### config.mk
export PLATFORM = sky130hd
export DESIGN_NAME = cpc_ram_arbiter
export DESIGN_NICKNAME = d
export VERILOG_FILES = /design/src/rtl/cpc_mem_pkg.sv /design/src/rtl/cpc_rdcache.sv /design/src/rtl/cpc_ram_arbiter.sv
export SDC_FILE = /design/constraint.sdc
export NUM_CORES = 1
export LEC_CHECK = 0
export ABC_AREA = 1
export BUFFER_PORTS_ARGS = -buffer_cell sky130_fd_sc_hd__buf_2
export CAP_MARGIN = 40
export CORE_ASPECT_RATIO = 1.25
export CORE_MARGIN = 2
export CORE_UTILIZATION = 35
export DETAILED_ROUTE_END_ITERATION = 12
export SETUP_SLACK_MARGIN = 0.4
export SKIP_LAST_GASP = 1
export SYNTH_ARGS = -nofsm -noshare
export SYNTH_HDL_FRONTEND = slang
export SYNTH_SLANG_ARGS = --single-unit
### constraint.sdc
create_clock -name clk -period 1.27 [get_ports clk]
set_input_delay 0.381 -clock clk [delete_from_list [all_inputs] [get_ports clk]]
set_output_delay 0.381 -clock clk [all_outputs]
set_load 0.01 [all_outputs]
### src/rtl/cpc_mem_pkg.sv
// Shared definitions for the CPC RAM arbiter: FSM encoding, byte-enable codes, address widths.
package cpc_mem_pkg;

    typedef enum logic [1:0] {
        ST_IDLE = 2'd0,
        ST_VID  = 2'd1,
        ST_CPU  = 2'd2
    } state_e;

    localparam logic [1:0] BE_LO   = 2'b01;
    localparam logic [1:0] BE_HI   = 2'b10;
    localparam logic [1:0] BE_WORD = 2'b11;

    localparam int unsigned ADDR_W_DEF = 22;
    localparam int unsigned CPU_WA_W   = 22;

    function automatic logic [1:0] be_for_lane(input logic lane);
        return lane ? BE_HI : BE_LO;
    endfunction

endpackage

### src/rtl/cpc_rdcache.sv
// One-entry CPU read cache: a single tagged 16-bit word, filled on read misses and kept
// coherent with CPU byte writes to the same word.
module cpc_rdcache
    import cpc_mem_pkg::*;
(
    input  logic                clk_i,
    input  logic                rst_ni,
    input  logic [CPU_WA_W-1:0] lookup_addr_i,
    output logic                hit_o,
    output logic [15:0]         hit_data_o,
    input  logic                fill_i,
    input  logic                wr_i,
    input  logic [CPU_WA_W-1:0] upd_addr_i,
    input  logic [15:0]         fill_data_i,
    input  logic                wr_lane_i,
    input  logic [7:0]          wr_data_i
);

    logic                valid_q;
    logic [CPU_WA_W-1:0] tag_q;
    logic [15:0]         data_q;

    assign hit_o      = valid_q && (tag_q == lookup_addr_i);
    assign hit_data_o = data_q;

    always_ff @(posedge clk_i or negedge rst_ni) begin
        if (!rst_ni) begin
            valid_q <= 1'b0;
            tag_q   <= '0;
            data_q  <= '0;
        end else if (fill_i) begin
            valid_q <= 1'b1;
            tag_q   <= upd_addr_i;
            data_q  <= fill_data_i;
        end else if (wr_i && valid_q && (tag_q == upd_addr_i)) begin
            if (wr_lane_i) begin
                data_q[15:8] <= wr_data_i;
            end else begin
                data_q[7:0] <= wr_data_i;
            end
        end
    end

endmodule

### src/rtl/cpc_ram_arbiter.sv
// Serialises CPU byte accesses and gate-array video word fetches onto one 16-bit RAM
// req/ack port, video first. Define CPC_RAM_RDCACHE_EN to add a one-entry CPU read cache.
module cpc_ram_arbiter
    import cpc_mem_pkg::*;
#(
    parameter int unsigned       ADDR_W   = ADDR_W_DEF,
    parameter logic [ADDR_W-1:0] VID_BASE = '0
) (
    input  logic              clk,
    input  logic              reset_n,
    input  logic              vid_req,
    input  logic [14:0]       vram_addr,
    output logic [15:0]       vram_din,
    input  logic [22:0]       mem_addr,
    input  logic              mem_rd,
    input  logic              mem_wr,
    input  logic [7:0]        cpu_dout,
    output logic [7:0]        cpu_din,
    output logic              cpu_busy,
    output logic              ram_req,
    output logic              ram_we,
    output logic [1:0]        ram_be,
    output logic [ADDR_W-1:0] ram_addr,
    output logic [15:0]       ram_wdata,
    input  logic [15:0]       ram_rdata,
    input  logic              ram_ack
);

    state_e              state_q;
    logic                rw_prev_q;
    logic                vid_pend_q;
    logic [14:0]         vid_addr_q;
    logic                cpu_pend_q;
    logic [CPU_WA_W-1:0] cpu_waddr_q;
    logic                cpu_lane_q;
    logic                cpu_we_q;
    logic [7:0]          cpu_data_q;
    logic [15:0]         vram_din_q;
    logic [7:0]          cpu_din_q;
    logic                ram_req_q;
    logic                ram_we_q;
    logic [1:0]          ram_be_q;
    logic [ADDR_W-1:0]   ram_addr_q;
    logic [15:0]         ram_wdata_q;

    logic        rw_lvl;
    logic        rw_edge;
    logic        cache_hit;
    logic [15:0] cache_data;
    logic        rd_hit;
    logic        cpu_accept;
    logic        vid_issue;
    logic        cpu_issue;
    logic        cpu_ack;

    assign rw_lvl    = mem_rd | mem_wr;
    assign rw_edge   = rw_lvl & ~rw_prev_q;
    assign vid_issue = (state_q == ST_IDLE) & vid_pend_q;
    assign cpu_issue = (state_q == ST_IDLE) & ~vid_pend_q & cpu_pend_q;
    assign cpu_ack   = (state_q == ST_CPU) & ram_ack;

`ifdef CPC_RAM_RDCACHE_EN
    cpc_rdcache u_rdcache (
        .clk_i        (clk),
        .rst_ni       (reset_n),
        .lookup_addr_i(mem_addr[22:1]),
        .hit_o        (cache_hit),
        .hit_data_o   (cache_data),
        .fill_i       (cpu_ack & ~cpu_we_q),
        .wr_i         (cpu_ack & cpu_we_q),
        .upd_addr_i   (cpu_waddr_q),
        .fill_data_i  (ram_rdata),
        .wr_lane_i    (cpu_lane_q),
        .wr_data_i    (cpu_data_q)
    );
`else
    assign cache_hit  = 1'b0;
    assign cache_data = 16'h0000;
`endif

    // A read hit is absorbed here and never becomes a pending RAM access.
    assign rd_hit     = rw_edge & ~mem_wr & ~cpu_pend_q & cache_hit;
    assign cpu_accept = rw_edge & ~cpu_pend_q & ~rd_hit;

    always_ff @(posedge clk or negedge reset_n) begin
        if (!reset_n) begin
            state_q     <= ST_IDLE;
            rw_prev_q   <= 1'b0;
            vid_pend_q  <= 1'b0;
            vid_addr_q  <= '0;
            cpu_pend_q  <= 1'b0;
            cpu_waddr_q <= '0;
            cpu_lane_q  <= 1'b0;
            cpu_we_q    <= 1'b0;
            cpu_data_q  <= '0;
            vram_din_q  <= '0;
            cpu_din_q   <= 8'hFF;
            ram_req_q   <= 1'b0;
            ram_we_q    <= 1'b0;
            ram_be_q    <= '0;
            ram_addr_q  <= '0;
            ram_wdata_q <= '0;
        end else begin
            rw_prev_q <= rw_lvl;

            // A new strobe wins over the issue-clear so back-to-back fetches are not lost.
            if (vid_req) begin
                vid_pend_q <= 1'b1;
                vid_addr_q <= vram_addr;
            end else if (vid_issue) begin
                vid_pend_q <= 1'b0;
            end

            if (cpu_accept) begin
                cpu_pend_q  <= 1'b1;
                cpu_waddr_q <= mem_addr[22:1];
                cpu_lane_q  <= mem_addr[0];
                cpu_we_q    <= mem_wr;
                cpu_data_q  <= cpu_dout;
            end else if (cpu_issue) begin
                cpu_pend_q <= 1'b0;
            end

            unique case (state_q)
                ST_IDLE: begin
                    if (vid_pend_q) begin
                        state_q    <= ST_VID;
                        ram_req_q  <= 1'b1;
                        ram_we_q   <= 1'b0;
                        ram_be_q   <= BE_WORD;
                        ram_addr_q <= VID_BASE + ADDR_W'(vid_addr_q);
                    end else if (cpu_pend_q) begin
                        state_q     <= ST_CPU;
                        ram_req_q   <= 1'b1;
                        ram_we_q    <= cpu_we_q;
                        ram_be_q    <= cpu_we_q ? be_for_lane(cpu_lane_q) : BE_WORD;
                        ram_addr_q  <= ADDR_W'(cpu_waddr_q);
                        ram_wdata_q <= {cpu_data_q, cpu_data_q};
                    end
                end
                ST_VID: begin
                    if (ram_ack) begin
                        state_q    <= ST_IDLE;
                        ram_req_q  <= 1'b0;
                        vram_din_q <= ram_rdata;
                    end
                end
                ST_CPU: begin
                    if (ram_ack) begin
                        state_q   <= ST_IDLE;
                        ram_req_q <= 1'b0;
                        if (!cpu_we_q) begin
                            cpu_din_q <= cpu_lane_q ? ram_rdata[15:8] : ram_rdata[7:0];
                        end
                    end
                end
                default: begin
                    state_q   <= ST_IDLE;
                    ram_req_q <= 1'b0;
                end
            endcase

            // Placed last so a fresh hit overrides an older read completing this cycle.
            if (rd_hit) begin
                cpu_din_q <= mem_addr[0] ? cache_data[15:8] : cache_data[7:0];
            end
        end
    end

    assign vram_din  = vram_din_q;
    assign cpu_din   = cpu_din_q;
    assign cpu_busy  = cpu_pend_q | (state_q == ST_CPU);
    assign ram_req   = ram_req_q;
    assign ram_we    = ram_we_q;
    assign ram_be    = ram_be_q;
    assign ram_addr  = ram_addr_q;
    assign ram_wdata = ram_wdata_q;

endmodule
# After elaboration in Yosys (flattened, before gate mapping)
# Index checks and enable logic that the tools add are counted.
# totals
ff_bits	118
in_bits	68
word_cells	62
# classes
eq_ne	4
muxes	21
bitwise_logic	11
reduce_logical	10
# op_table
operator	count
$mux 22	2
$mux 2	7
$mux 1	9
$mux 8	1
$reduce_and 2->1	3
$reduce_and 3->1	2
$reduce_bool 2->1	3
$and 1x1->1	5
$not 1->1	4
$pmux 2 s2	1
$ne 3x3->1 const B	1
$eq 2x1->1 const B	1
$eq 2x2->1 const B	1
$logic_not 2->1	1
$ne 2x1->1 const B	1
$or 1x1->1	2
$pmux 1 s2	1
$reduce_or 2->1	1

# Depth between registers and ports, before layout
# Gate-level depths: netlist of the first run.
# logic_depth
depth_word	5
mapped_depth	7

# Worst setup path after synthesis of the first run
# Ideal clock, no wire load.
# synth_path
kind	register to output
from	register state_q[0]
to	output cpu_busy
arrival_time_ns	0.902
required_time_ns	0.889
slack_ns	-0.013
path_stages_with_launch	4
cell_sequence	dfrtp_1 > inv_1 > ha_1 > or2_2
# synth_via
elab_chain_cells	2
# synth_rtl
item	line_no	source
from (decl)	cpc_ram_arbiter.sv:29	state_e state_q;
from (signal assigned)	cpc_ram_arbiter.sv:87	state_q <= ST_IDLE;
from (signal assigned)	cpc_ram_arbiter.sv:127	state_q <= ST_VID;
from (signal assigned)	cpc_ram_arbiter.sv:133	state_q <= ST_CPU;
$eq 2x2->1	cpc_ram_arbiter.sv:172	assign cpu_busy = cpu_pend_q | (state_q == ST_CPU);
$or 1x1->1	cpc_ram_arbiter.sv:172	
to (decl)	cpc_ram_arbiter.sv:19	output logic cpu_busy,
# Every way passes these cells.

# Final worst setup path of the first run
# Ends and elaborated chain as after synthesis.

==> results.sh, run 1 <==
export IMPL_tightest_slew_ns=0.569
export IMPL_numCtsBuffers=9
export IMPL_vias=4239
export IMPL_fmax_mhz=600
export IMPL_io_buffer_count=134
export IMPL_p_comb_frac=0.456
export IMPL_clkTransAtPathRegs_ns=0.07
export IMPL_place_gp_congestion=0.822
export IMPL_cp_max_fo=2
export IMPL_grt_pass1_wl_um=20600
export IMPL_initial_core_util=0.355
export IMPL_place_hpwl_um=8250
export IMPL_pwr_share_clk=0.174
export IMPL_wl_per_cell_um=14.3
export IMPL_synthCells=547
export IMPL_area_growth_pct=49.3
export IMPL_worst_r2r_setup_slack_ns=-0.32
export IMPL_clk_latency_ns=0.34
export IMPL_htreeDepth=3
export IMPL_fin_util=0.530
export IMPL_drc=0
export IMPL_clock_sinks=110
export IMPL_grt_max_degree=41
export IMPL_core_um2=13200
export IMPL_fin_skew_ns=0.00882
export IMPL_max_cap_violations=0
export IMPL_switchingPower_mw=5.92
export IMPL_hold_viol=0
export IMPL_swShare=0.362
export IMPL_pre_cts_slack_ns=-0.0575
export IMPL_cp_arrival_ns=1.29
export IMPL_powerDensity_nw_per_um2=2340
export IMPL_gr_total_overflow=0
export IMPL_grt_antenna_before_repair=0
export IMPL_syn_nets=619
export IMPL_rsz0062_at_grt="true"
export IMPL_outcome="finished with violations"
export IMPL_worst_slack_ns=-0.396
export IMPL_total_power_mw=16.3
export IMPL_worst_hold_path_type="input port to asynchronous set/reset pin"
export IMPL_crit_type="flop to primary output"
export IMPL_first_pass_iters=6
export IMPL_fin_nets=810
export IMPL_n_fill_cell=1257
export IMPL_maxSlewHeadroom=0.621
export IMPL_synth_seq_area_share=0.590
export IMPL_vdd_ir_drop_max_uv=1050
export IMPL_final_common_cell="nand2_1"
export IMPL_drv_slew=0
export IMPL_power_frac_seq=0.370
export IMPL_cellLeakagePower_nw=3.67
export IMPL_dpl_cell_area_um2=5590
export IMPL_rows=47
export IMPL_cts_root_buf="clkbuf_16"
export IMPL_avgSynthCellArea_um2=8.56
export IMPL_cp_data_required_time_ns=0.89
export IMPL_fp_dieH_um=133
export IMPL_final_cell_mix="nand2_1 (206), buf_2 (117), dfrtp_1 (101), buf_4 (50), o21ai_0 (46)"
export IMPL_netlist_area_um2=4680
export IMPL_ant_nets=0
export IMPL_die_w_um=107
export IMPL_cts_tree="yes"
export IMPL_finalCritPeriodShare=1.31
export IMPL_grt_total_usage=0.185
export IMPL_cts_buffer_depth=2
export IMPL_yosys_warnings=0
export IMPL_ys_types=21
export IMPL_drive_gt1_frac=0.425
export IMPL_grt_pass1_vias=4122
export IMPL_setup_viol=79
export IMPL_ios=135
export IMPL_totalWireLength_um=13100
export IMPL_fin_crit_ns=1.67
export IMPL_die_area_um2=14300
export IMPL_fin_area_um2=6990
export IMPL_vias_per_cell=4.63
export IMPL_first_iter_violations=171
export IMPL_cp_end_kind="primary output"
export IMPL_multi_input_area_um2=2030
export IMPL_seq_area_um2=2760
export IMPL_internal_power_mw=10.4
export IMPL_start_kind="flop"
export IMPL_violations="negative setup slack"
export IMPL_ys_ff_latch=110
## layer usage
layer / GRT usage / wire length, µm
met1: 0.230 / 5530
met2: 0.312 / 6520
met3: 0.0450 / 732
met4: 0.0641 / 286
met5: 0 / 0
## power by group through the flow
stage	combinational, mW	sequential (mW)	clock [mW]
after floorplan	2.90	6.12	0
after global placement	4.70	5.92	0
after detailed placement	4.80	5.97	0
after CTS	6.79	5.94	2.93
after global routing	8.19	6.21	3.09
final	7.45	6.04	2.83
## critical path, cell delays in order, from the launching register on
cell and delay (ns):
dfrtp_1 0.37, inv_2 0.06, ha_4 0.16, or2_4 0.24, buf_6 0.12
## cells in the mapped netlist
cell,count,share of area
nand2_1,255,0.20
inv_2,2,0.0016
dfstp_2,8,0.045
o21ai_0,57,0.061
buf_2,14,0.015
o21ai_4,1,0.0035
nor2_4,1,0.0024
o21bai_1,1,0.0016
buf_4,13,0.021
nor2_2,2,0.0027
buf_6,2,0.0048
nor2_1,3,0.0024
nand3b_1,1,0.0016
ha_1,4,0.011
nand3_1,41,0.044
clkbuf_2,1,0.0011
clkbuf_1,5,0.0040
inv_1,32,0.026
or2_2,1,0.0013
nand2_2,1,0.0013
dfrtp_1,102,0.55
## logic make-up (layout without fill, tap and decap cells)
| family | after synthesis | in the layout | synth area share |
|---|---|---|---|
| compound gates | 59 | 59 | 0.0660 |
| fa+ha+maj | 4 | 4 | 0.0107 |
| buf+inv | 69 | 258 | 0.0730 |
| flops | 110 | 110 | 0.590 |
| other cells | 0 | 1 | 0 |
| simple gates | 305 | 312 | 0.260 |
## final timing paths
check	end	startpoint	cells past startpoint
max reg2reg	ram_addr[19]	state_q[1]	9
min reg2reg	cpu_din[5]	cpu_din[5]	2
max	cpu_busy	state_q[0]	4
min in group clk	vid_addr_q[5]	vram_addr[5]	3
min	vram_din[14]	reset_n	2
max in group asynchronous	vram_din[9]	reset_n	2
## metrics by stage
stage / TNS (ns) / instances / hold WS [ns]
after floorplan: 0 / 547 / 0.0854
after global placement: -0.283 / 836 / 0.196
after detailed placement: -1.53 / 836 / 0.195
after CTS: -10.53 / 893 / 0.0255
after global routing: -17.71 / 914 / 0.0310
final: -10.72 / 915 / 0.0290
## repair_timing
item,in CTS,in global routing
hold buffers,1,0
endpoints found under the hold margin,1,0
gates resized for setup,74,62
pin swaps,8,19
cloned,9,2
setup endpoints to repair,161,162
buffers inserted,31,19
## final cells by class
type | count | share of cell area
Clock buffer | 11 | 0.0347
Sequential cell | 110 | 0.396
Timing Repair Buffer | 207 | 0.217
Antenna cell | 1 | 0.000358
Tap cell | 171 | 0.0306
Inverter | 34 | 0.0208
Timing Repair inverter | 1 | 0.00233
Clock inverter | 5 | 0.00842
Multi-Input combinational cell | 375 | 0.290
## sequential cells by signal, indices dropped and copies added (netlist names), 2 cells and up
signal / count
ram_addr: 22
cpu_data_q: 8
vram_din: 16
cpu_waddr_q: 22
ram_be: 2
state_q: 2
cpu_din: 8
ram_wdata: 8
vid_addr_q: 15
Power figures use the tool's default switching activity.
==> inputs of run 2 (changes only) <==
--- a/config.mk
+++ b/config.mk
@@ -5,7 +5,6 @@
 export SDC_FILE = /design/constraint.sdc
 export NUM_CORES = 1
 export LEC_CHECK = 0
-export ABC_AREA = 1
 export BUFFER_PORTS_ARGS = -buffer_cell sky130_fd_sc_hd__buf_2
 export CAP_MARGIN = 40
 export CORE_ASPECT_RATIO = 1.25
==> run 2 against run 1 <==
  * The run still ends with negative setup slack left
  * Via count is 24% lower
  * Hold slack better by 0.030 ns
  * Cell count is 24% lower
  * Non-clock buffer count is 3 lower
  * Combinational power is 13% higher
  * Largest cell class unchanged
  * Largest power group unchanged
  * Highest routed layer unchanged
==> results.sh, run 2 <==
export IMPL_outcome="finished with violations"
export IMPL_violations="negative setup slack"
export IMPL_drv_slew=0
export IMPL_cellLeakagePower_nw=3.50
export IMPL_synth_main_ff_cell="dfrtp_1"
export IMPL_yosysMostFrequentCell="dfrtp_1"
export IMPL_grt_max_degree=54
export IMPL_worst_slack_ns=-0.369
export IMPL_clk_latency_ns=0.34
export IMPL_drive_gt1_frac=0.627
export IMPL_fmax_mhz=610
export IMPL_grt_antenna_before_repair=0
export IMPL_rows=46
export IMPL_n_fill_cell=1094
export IMPL_synth_edf_count=0
export IMPL_grt_pass1_vias=3464
export IMPL_tightest_slew_ns=0.341
export IMPL_avgSynthCellArea_um2=13.8
export IMPL_yosys_warnings=0
export IMPL_io_buffer_count=134
export IMPL_drc=0
export IMPL_vias=3223
export IMPL_syn_nets=406
export IMPL_numCtsBuffers=9
export IMPL_synth_seq_area_share=0.600
export IMPL_place_gp_congestion=0.725
export IMPL_ys_ff_latch=110
export IMPL_max_cap_violations=0
export IMPL_crit_type="flop to primary output"
export IMPL_cts_tree="yes"
export IMPL_cp_arrival_ns=1.26
export IMPL_htreeDepth=3
export IMPL_vdd_ir_drop_max_uv=985
export IMPL_final_common_cell="buf_2"
export IMPL_maxSlewHeadroom=0.773
export IMPL_hold_viol=0
export IMPL_synth_top_area_cell="dfrtp_1"
export IMPL_setup_viol=98
export IMPL_cts_root_buf="clkbuf_16"
export IMPL_numPlacedInstances=632
export IMPL_first_iter_violations=124
export IMPL_final_cell_mix="buf_2 (117), dfrtp_1 (101), mux2_4 (61), buf_4 (49), nand2_1 (32)"
export IMPL_fin_area_um2=6810
export IMPL_gr_total_overflow=0
export IMPL_synth_top_area_frac=0.554
export IMPL_rsz0062_at_grt="true"
export IMPL_fin_crit_ns=1.64
export IMPL_grt_total_usage=0.162
export IMPL_worst_hold_path_type="input port to asynchronous set/reset pin"
export IMPL_ios=135
export IMPL_die_area_um2=14100
export IMPL_cts_buffer_depth=2
export IMPL_fp_dieH_um=132
export IMPL_core_um2=12800
export IMPL_wl_per_cell_um=16.1
export IMPL_totalWireLength_um=11300
export IMPL_dpl_cell_area_um2=5660
export IMPL_ys_types=27
export IMPL_fin_skew_ns=0.00638
export IMPL_powerDensity_nw_per_um2=2520
export IMPL_initial_core_util=0.361
export IMPL_area_growth_pct=47.7
export IMPL_place_hpwl_um=7250
export IMPL_fin_nets=598
export IMPL_finalCritPeriodShare=1.29
export IMPL_vias_per_cell=4.61
export IMPL_cp_end_kind="primary output"
export IMPL_first_pass_iters=4
export IMPL_synthArstFlopShare=1.00
export IMPL_synthTopCellsByArea="dfrtp_1 (55%), mux2_2 (10%), mux2_4 (9.4%)"
export IMPL_synthTopCellsByCount="dfrtp_1 (102), mux2_2 (42), nand2_1 (35), o21ai_0 (35), mux2_4 (29)"
export IMPL_stdcell_count=699
export IMPL_synthCells=334
export IMPL_ant_nets=0
export IMPL_diodes=0
export IMPL_clock_sinks=110
export IMPL_grt_pass1_wl_um=17700
export IMPL_clkTransAtPathRegs_ns=0.07
export IMPL_netlist_area_um2=4610
export IMPL_cp_max_fo=2
export IMPL_start_kind="flop"
export IMPL_cp_data_required_time_ns=0.89
export IMPL_die_w_um=107
[run 2: cell count changes after synthesis, moves of 4 or more]
cell,previous run,this run
nand2_1,255,35
mux2_2,0,42
nand3_1,41,0
mux2_4,0,29
inv_1,32,5
mux2i_1,0,23
o21ai_0,57,35
nand2b_1,0,10
buf_2,14,9
buf_4,13,9
[run 2: cell families after synthesis]
logic type | share of synthesized area
mux | 0.247
simple gates | 0.0565
compound gates | 0.0478
fa+ha+maj | 0.0109
buf+inv | 0.0383
flops | 0.600
[run 2: cell type report]
cell class / instances / area (µm²) / share of cell area
sequential: 110 / 2760 / 0.406
clock inverter: 3 / 17.5 / 0.00257
multi-input combinational: 196 / 1990 / 0.292
inverter: 5 / 26.3 / 0.00386
timing repair buffer: 204 / 1530 / 0.225
tap: 168 / 210 / 0.0309
clock buffer: 13 / 270 / 0.0397
[run 2: report_power, final]
part,internal (mW),switching [mW]
registers,5.08,0.970
logic,5.09,3.31
clock network,1.49,1.22
[run 2: final timing paths]
check,from,end,slack (ns),cells after the start
worst max-delay path,state_q[0],cpu_busy,-0.37,4
worst min-delay path,reset_n,cpu_din[2],0.06,1
worst max register to register,state_q[1],state_q[1],-0.32,9
worst min register to register,cpu_din[4],cpu_din[4],0.48,2
max in group asynchronous,reset_n,vram_din[15],0.61,2
min in group clk,vram_addr[10],vid_addr_q[10],0.27,2
[run 2: critical path, cell delays in order, from the launching register on]
cell and delay (ns):
dfrtp_1 0.37, inv_2 0.06, ha_4 0.15, or2_4 0.22, buf_6 0.12
[run 2: layer usage]
| layer | GRT usage | vias up | routed length, µm |
|---|---|---|---|
| li1 | - | 1527 | - |
| met1 | 0.198 | 1581 | 4710 |
| met2 | 0.282 | 103 | 5850 |
| met3 | 0.0282 | 12 | 529 |
| met4 | 0.0599 | 0 | 177 |
| met5 | 0 | - | 0 |
[run 2: what timing repair did]
item	in CTS	in global routing
setup endpoints to repair	161	161
gates cloned	6	0
hold buffers	1	0
resized for setup	77	24
pin swaps	6	5
endpoints found under the hold margin	3	0
buffers inserted	22	22
[run 2: metrics by stage]
step	power, mW	utilization	setup TNS (ns)	setup WS, ns	hold WS [ns]
floorplan	9.61	-	-1.11	-0.0382	0.0854
global placement	11.2	0.443	-8.20	-0.201	0.233
detailed placement	11.4	0.443	-8.98	-0.210	0.232
CTS	16.5	0.513	-15.04	-0.379	0.0544
global route	18.2	0.533	-22.04	-0.412	0.0504
finish	17.2	0.533	-16.64	-0.369	0.0586
